--- config.mk ---
export PLATFORM = sky130hd
export DESIGN_NAME = alu_seq_ctrl_flat
export DESIGN_NICKNAME = d
export VERILOG_FILES = /design/src/rtl/alu_ctrl_pkg.sv /design/src/rtl/alu_seq_ctrl_if.sv /design/src/rtl/alu_seq_ctrl.sv /design/src/flat_wrapper.sv
export SDC_FILE = /design/constraint.sdc
export NUM_CORES = 1
export LEC_CHECK = 0
export CAP_MARGIN = 20
export CORE_ASPECT_RATIO = 1.2
export CORE_MARGIN = 2
export CORE_UTILIZATION = 46
export DETAILED_ROUTE_END_ITERATION = 10
export GPL_TIMING_DRIVEN = 1
export PLACE_DENSITY = 0.84
export SLEW_MARGIN = 15
export SYNTH_ARGS = -nofsm -noshare
export SYNTH_HDL_FRONTEND = slang
export SYNTH_SLANG_ARGS = --single-unit
--- constraint.sdc ---
create_clock -name clk -period 2.1 [get_ports clk]
set_input_delay 0.315 -clock clk [delete_from_list [all_inputs] [get_ports clk]]
set_output_delay 0.315 -clock clk [all_outputs]
set_load 0.1 [all_outputs]
--- src/rtl/alu_ctrl_pkg.sv ---
// Shared types and constants for the ALU sequencing controller.
package alu_ctrl_pkg;
  typedef enum logic [1:0] {IDLE, EXEC, RESP} state_t;

  // S[3:2] operation class
  localparam logic [1:0] SEL_ARITH = 2'b00;
  localparam logic [1:0] SEL_LOGIC = 2'b01;
  localparam logic [1:0] SEL_SHR   = 2'b10;
  localparam logic [1:0] SEL_SHL   = 2'b11;

  localparam logic [3:0] OP_ADD = 4'b0000;
endpackage

--- src/rtl/alu_seq_ctrl_if.sv ---
// Command, response and ALU-drive bundle of the sequencing controller.
interface alu_seq_ctrl_if #(parameter int W = 8, parameter int CNT_W = 3);
  logic             cmd_valid, cmd_ready;
  logic [3:0]       cmd_op;
  logic [W-1:0]     cmd_a, cmd_b;
  logic             cmd_cin;
  logic [CNT_W-1:0] cmd_cnt;
  logic             cmd_acc;
  logic [W-1:0]     alu_a, alu_b;
  logic [3:0]       alu_s;
  logic             alu_cin;
  logic [W-1:0]     alu_d;
  logic             alu_cout, alu_z;
  logic             rsp_valid, rsp_ready;
  logic [W-1:0]     rsp_d;
  logic             rsp_cout, rsp_z;
  logic             busy;

  modport master (
    output cmd_valid, cmd_op, cmd_a, cmd_b, cmd_cin, cmd_cnt, cmd_acc,
    output alu_d, alu_cout, alu_z, rsp_ready,
    input  cmd_ready, alu_a, alu_b, alu_s, alu_cin,
    input  rsp_valid, rsp_d, rsp_cout, rsp_z, busy
  );

  modport slave (
    input  cmd_valid, cmd_op, cmd_a, cmd_b, cmd_cin, cmd_cnt, cmd_acc,
    input  alu_d, alu_cout, alu_z, rsp_ready,
    output cmd_ready, alu_a, alu_b, alu_s, alu_cin,
    output rsp_valid, rsp_d, rsp_cout, rsp_z, busy
  );
endinterface

--- src/rtl/alu_seq_ctrl.sv ---
// Sequencing controller: drives an external combinational ALU from registers,
// iterates single-bit shifts, keeps an accumulator and returns the result.
module alu_seq_ctrl
  import alu_ctrl_pkg::*;
#(
  parameter int W     = 8,
  parameter int CNT_W = 3
) (
  input logic         clk,
  input logic         rst_n,
  alu_seq_ctrl_if.slave bus
);
  logic [1:0]       rst_sync;
  logic             rst_i;
  state_t           state, state_nxt;
  logic [3:0]       op_q;
  logic [W-1:0]     a_q, b_q, acc_q, d_q;
  logic             cin_q, cout_q, z_q;
  logic [CNT_W-1:0] cnt_q;
  logic             accept, last, is_arith, exec;

  // Reset asserts immediately, releases two edges later
  always_ff @(posedge clk or negedge rst_n)
    if (!rst_n) rst_sync <= '0;
    else        rst_sync <= {rst_sync[0], 1'b1};
  assign rst_i = rst_sync[1];

  assign exec     = (state == EXEC);
  assign accept   = (state == IDLE) && bus.cmd_valid;
  assign last     = exec && (cnt_q == CNT_W'(1));
  assign is_arith = (op_q[3:2] == SEL_ARITH);

  always_ff @(posedge clk or negedge rst_i)
    if (!rst_i) state <= IDLE;
    else        state <= state_nxt;

  always_comb begin
    state_nxt = state;
    case (state)
      IDLE:    if (bus.cmd_valid) state_nxt = EXEC;
      EXEC:    if (cnt_q == CNT_W'(1)) state_nxt = RESP;
      RESP:    if (bus.rsp_ready) state_nxt = IDLE;
      default: state_nxt = IDLE;
    endcase
  end

  always_ff @(posedge clk or negedge rst_i)
    if (!rst_i) begin
      op_q   <= '0;
      a_q    <= '0;
      b_q    <= '0;
      cin_q  <= 1'b0;
      cnt_q  <= '0;
      acc_q  <= '0;
      d_q    <= '0;
      cout_q <= 1'b0;
      z_q    <= 1'b0;
    end else if (accept) begin
      op_q  <= bus.cmd_op;
      a_q   <= bus.cmd_acc ? acc_q : bus.cmd_a;
      b_q   <= bus.cmd_b;
      cin_q <= bus.cmd_cin;
      // cnt==0 on a shift, and every non-shift op, is a single pass
      cnt_q <= (bus.cmd_op[3] && bus.cmd_cnt != '0) ? bus.cmd_cnt : CNT_W'(1);
    end else if (exec) begin
      a_q   <= bus.alu_d;
      cnt_q <= cnt_q - CNT_W'(1);
      if (last) begin
        d_q    <= bus.alu_d;
        acc_q  <= bus.alu_d;
        // ALU flags come from the arith unit only; derive them otherwise
        cout_q <= is_arith ? bus.alu_cout : 1'b0;
        z_q    <= is_arith ? bus.alu_z : (bus.alu_d == '0);
      end
    end

  assign bus.cmd_ready = (state == IDLE);
  assign bus.busy      = (state != IDLE);
  assign bus.rsp_valid = (state == RESP);
  assign bus.rsp_d     = d_q;
  assign bus.rsp_cout  = cout_q;
  assign bus.rsp_z     = z_q;
  assign bus.alu_a     = exec ? a_q   : '0;
  assign bus.alu_b     = exec ? b_q   : '0;
  assign bus.alu_s     = exec ? op_q  : 4'b0000;
  assign bus.alu_cin   = exec ? cin_q : 1'b0;
endmodule

--- src/flat_wrapper.sv ---
// flat-port wrapper written by rule: the top's interface ports become plain ports
module alu_seq_ctrl_flat import alu_ctrl_pkg::*;
#(
  parameter int W     = 8,
  parameter int CNT_W = 3
)
  (clk, rst_n, bus_cmd_valid, bus_cmd_op, bus_cmd_a, bus_cmd_b, bus_cmd_cin, bus_cmd_cnt, bus_cmd_acc, bus_alu_d, bus_alu_cout, bus_alu_z, bus_rsp_ready, bus_cmd_ready, bus_alu_a, bus_alu_b, bus_alu_s, bus_alu_cin, bus_rsp_valid, bus_rsp_d, bus_rsp_cout, bus_rsp_z, bus_busy);
  alu_seq_ctrl_if #(.W(W), .CNT_W(CNT_W)) bus_i ();
  input logic clk;
  input logic rst_n;
  input wire logic [$bits(bus_i.cmd_valid)-1:0] bus_cmd_valid;
  input wire logic [$bits(bus_i.cmd_op)-1:0] bus_cmd_op;
  input wire logic [$bits(bus_i.cmd_a)-1:0] bus_cmd_a;
  input wire logic [$bits(bus_i.cmd_b)-1:0] bus_cmd_b;
  input wire logic [$bits(bus_i.cmd_cin)-1:0] bus_cmd_cin;
  input wire logic [$bits(bus_i.cmd_cnt)-1:0] bus_cmd_cnt;
  input wire logic [$bits(bus_i.cmd_acc)-1:0] bus_cmd_acc;
  input wire logic [$bits(bus_i.alu_d)-1:0] bus_alu_d;
  input wire logic [$bits(bus_i.alu_cout)-1:0] bus_alu_cout;
  input wire logic [$bits(bus_i.alu_z)-1:0] bus_alu_z;
  input wire logic [$bits(bus_i.rsp_ready)-1:0] bus_rsp_ready;
  output wire logic [$bits(bus_i.cmd_ready)-1:0] bus_cmd_ready;
  output wire logic [$bits(bus_i.alu_a)-1:0] bus_alu_a;
  output wire logic [$bits(bus_i.alu_b)-1:0] bus_alu_b;
  output wire logic [$bits(bus_i.alu_s)-1:0] bus_alu_s;
  output wire logic [$bits(bus_i.alu_cin)-1:0] bus_alu_cin;
  output wire logic [$bits(bus_i.rsp_valid)-1:0] bus_rsp_valid;
  output wire logic [$bits(bus_i.rsp_d)-1:0] bus_rsp_d;
  output wire logic [$bits(bus_i.rsp_cout)-1:0] bus_rsp_cout;
  output wire logic [$bits(bus_i.rsp_z)-1:0] bus_rsp_z;
  output wire logic [$bits(bus_i.busy)-1:0] bus_busy;
  assign bus_i.cmd_valid = bus_cmd_valid;
  assign bus_i.cmd_op = bus_cmd_op;
  assign bus_i.cmd_a = bus_cmd_a;
  assign bus_i.cmd_b = bus_cmd_b;
  assign bus_i.cmd_cin = bus_cmd_cin;
  assign bus_i.cmd_cnt = bus_cmd_cnt;
  assign bus_i.cmd_acc = bus_cmd_acc;
  assign bus_i.alu_d = bus_alu_d;
  assign bus_i.alu_cout = bus_alu_cout;
  assign bus_i.alu_z = bus_alu_z;
  assign bus_i.rsp_ready = bus_rsp_ready;
  assign bus_cmd_ready = bus_i.cmd_ready;
  assign bus_alu_a = bus_i.alu_a;
  assign bus_alu_b = bus_i.alu_b;
  assign bus_alu_s = bus_i.alu_s;
  assign bus_alu_cin = bus_i.alu_cin;
  assign bus_rsp_valid = bus_i.rsp_valid;
  assign bus_rsp_d = bus_i.rsp_d;
  assign bus_rsp_cout = bus_i.rsp_cout;
  assign bus_rsp_z = bus_i.rsp_z;
  assign bus_busy = bus_i.busy;
  alu_seq_ctrl #(.W(W), .CNT_W(CNT_W)) u_core (.clk(clk), .rst_n(rst_n), .bus(bus_i));
endmodule
==> results.sh <==
export IMPL_synth_area_mm2=0.001831
export IMPL_path_max_fanout=27
export IMPL_yosysSeqAreaShare_pct=51.95
export IMPL_grt_overflow=0
export IMPL_hold_ws_ns=0.1871
export IMPL_post_drt_wl_per_cell_um=13.77
export IMPL_totalWireLength_mm=4.269
export IMPL_portBuffers=72
export IMPL_startpoint_type="flop"
export IMPL_synth_distinct_cells=30
export IMPL_ctsHoldBuffers=0
export IMPL_grt_pass1_wl_mm=7.203
export IMPL_cts_root_buffer="clkbuf_8"
export IMPL_dp_hpwl_mm=3.222
export IMPL_place_inst=302
export IMPL_avgSynthCellArea_um2=10.28
export IMPL_worstSetupEndpointType="output port"
export IMPL_dr_pass1_iters=4
export IMPL_cts_max_path_buffers=2
export IMPL_setup_violations=0
export IMPL_clk_insertion_delay_late_ns=0.29
export IMPL_cts_inserted_buffers=5
export IMPL_core_mm2=0.003879
export IMPL_max_freq_mhz=514.7
export IMPL_gp_congestion=0.7720
export IMPL_vias=1516
export IMPL_die_x_um=61.59
export IMPL_status="complete, no violations"
export IMPL_die_h_um=73.10
export IMPL_rsz0062_at_grt="false"
export IMPL_yosys_warnings=0
export IMPL_post_route_drc_count=0
export IMPL_hold_violations=0
export IMPL_critPathKind="reg -> out"
export IMPL_io_pins=73
export IMPL_final_core_utilization_pct=75.16
export IMPL_tns_ns=0
export IMPL_clock_sinks=38
export IMPL_syn_num_nets=219
export IMPL_dieArea_mm2=0.004502
export IMPL_ant_nets=0
export IMPL_multi_input_area_um2=807.0
export IMPL_ff_latch_area_um2=950.9
export IMPL_drv_slew=0
export IMPL_hold_path_class="in -> async"
export IMPL_synth_seq_cells=38
export IMPL_grt_pass1_vias=1538
export IMPL_initial_core_util_pct=47.19
export IMPL_drive_gt1_share_pct=25.00
export IMPL_period_share_pct=92.51
export IMPL_grt_usage_pct=21.60
export IMPL_synthToLayoutAreaGrowth_pct=59.26
export IMPL_drtIter0Drc=65
export IMPL_cts_tree="yes"
export IMPL_placementRows=25
export IMPL_grt_start_max_net_pins=37
export IMPL_final_cell_count_no_fill=310
export IMPL_clk_pin_slew_ns=0.07
export IMPL_skew_ns=0.007672
export IMPL_diodes=0
export IMPL_min_period_ns=1.943
export IMPL_antenna_found_initial=0
export IMPL_nets=296
export IMPL_worstPathRequired_ns=1.78
export IMPL_via_per_inst=4.890
export IMPL_drv_cap=0
export IMPL_nFillCells=301
export IMPL_syn_inst=178
export IMPL_cp_data_arrival_time_ns=1.63
export IMPL_h_tree_depth=2
==> cell type report <==
class | count | area share, %
Multi-Input combinational cell | 125 | 27.68
Sequential cell | 38 | 32.62
Timing Repair Buffer | 79 | 33.48
Inverter | 6 | 0.7725
Tap cell | 54 | 2.318
Clock buffer | 7 | 2.961
Clock inverter | 1 | 0.1717
==> what timing repair did <==
| action | CTS | global route |
|---|---|---|
| resized for setup | 0 | 1 |
| buffers inserted | 0 | 0 |
| endpoints found under the setup margin | 0 | 2 |
==> worst max-delay path, cell delays in order, from the launching register on <==
cell and delay [ns]:
dfrtp_1 0.45, and2b_2 0.32, buf_12 0.18, and2_1 0.20, buf_12 0.19
==> through the flow <==
stage,setup WS [ns],instance area [µm²]
floorplan,0.1069,1833
global placement,0.2588,2823
detailed placement,0.1866,2823
CTS,0.06522,2914
global route,0.05782,2915
finish,0.1573,2915
==> metal layers <==
metal / vias to the layer above / part of all wire [%] / global-route usage [%]
met5: - / 0 / 0
met1: 714 / 41 / 27.55
met3: 6 / 7.4 / 7.270
li1: 741 / - / -
met2: 55 / 51 / 34.85
met4: 0 / 1.1 / 5.674
==> path summary, 6_finish.rpt <==
check                                   start                  end  slack [ns]  depth (start not counted)
max                           u_core.state[1]         bus_alu_s[1]        0.16                          4
min                                     rst_n   u_core.rst_sync[0]        0.19                          1
max reg2reg                   u_core.state[1]        u_core.a_q[4]        0.48                          4
min reg2reg                u_core.rst_sync[1]        u_core.b_q[1]        0.28                          1
max in group asynchronous  u_core.rst_sync[1]  u_core.bus.rsp_d[5]        1.50                          1
min in group clk           u_core.rst_sync[0]   u_core.rst_sync[1]        0.36                          0
==> flip-flops by register name (all words and copies together), names as in the netlist <==
signal,flops
u_core.bus.rsp_d,8
u_core.bus.rsp_z,1
u_core.cin_q,1
u_core.cnt_q,3
u_core.op_q,4
u_core.a_q,8
u_core.bus.rsp_cout,1
u_core.rst_sync,2
u_core.b_q,8
u_core.state,2
==> logic make-up after synthesis <==
kind of cell / Yosys count / synth area share, %
DFF: 38 / 51.95
adders and majority gates: 2 / 1.367
buffers and inverters: 15 / 4.169
other: 1 / 0.2049
AOI/OAI and AO/OA: 15 / 6.699
and+or+nand+nor: 88 / 24.74
muxes: 17 / 9.911
xor gates and xnor gates: 2 / 0.9571
==> cell usage after synthesis <==
cell type  instances  area share (%)
a21o_1             1            0.41
a21oi_2            1            0.48
a221o_1            8             4.4
a31oi_1            1            0.34
and2_1            21             7.2
and2b_1            1            0.41
and4bb_1           1            0.68
buf_2              4             1.1
buf_6              2             1.2
clkbuf_1           3            0.62
conb_1             1            0.20
dfrtp_1           38              52
ha_1               2             1.4
inv_1              6             1.2
mux2_2             9             5.5
mux2i_1            8             4.4
nand2_1           41             8.4
nand3_1            3            0.82
nand3b_1           2            0.82
nor2_1            11             2.3
nor2_2             1            0.34
nor2b_1            1            0.34
nor3b_2            1            0.68
nor4_1             2            0.68
nor4b_4            1             1.3
o21ai_0            4             1.1
or2_2              1            0.34
or3b_1             1            0.48
xnor2_1            1            0.48
xor2_1             1            0.48
==> placed cells by master, fill, tap and decap left out <==
master / Yosys / routed
nor3b_2: 1 / 1
clkinv_2: 0 / 1
a21oi_2: 1 / 1
ha_1: 2 / 2
clkbuf_8: 0 / 6
nand3_1: 3 / 3
clkdlybuf4s50_1: 0 / 38
a21o_1: 1 / 1
nor2b_2: 0 / 1
nand3b_1: 2 / 2
and2b_2: 0 / 1
and4bb_1: 1 / 1
clkbuf_1: 3 / 1
or3b_1: 1 / 1
buf_12: 0 / 23
xnor2_1: 1 / 1
a221o_1: 8 / 8
dfrtp_1: 38 / 38
or2_2: 1 / 1
buf_4: 0 / 18
inv_1: 6 / 6
xor2_1: 1 / 1
nor4_1: 2 / 2
nor2_1: 11 / 11
a31oi_1: 1 / 1
conb_1: 1 / 1
nor2_2: 1 / 1
and2_1: 21 / 21
o21ai_0: 4 / 4
nand2_1: 41 / 41
nor4b_4: 1 / 1
mux2_2: 9 / 9
mux2i_1: 8 / 8
Power is left out: the tool's default activity adds up to more than one toggle a clock period on the data nets, which glitch-free logic cannot reach.
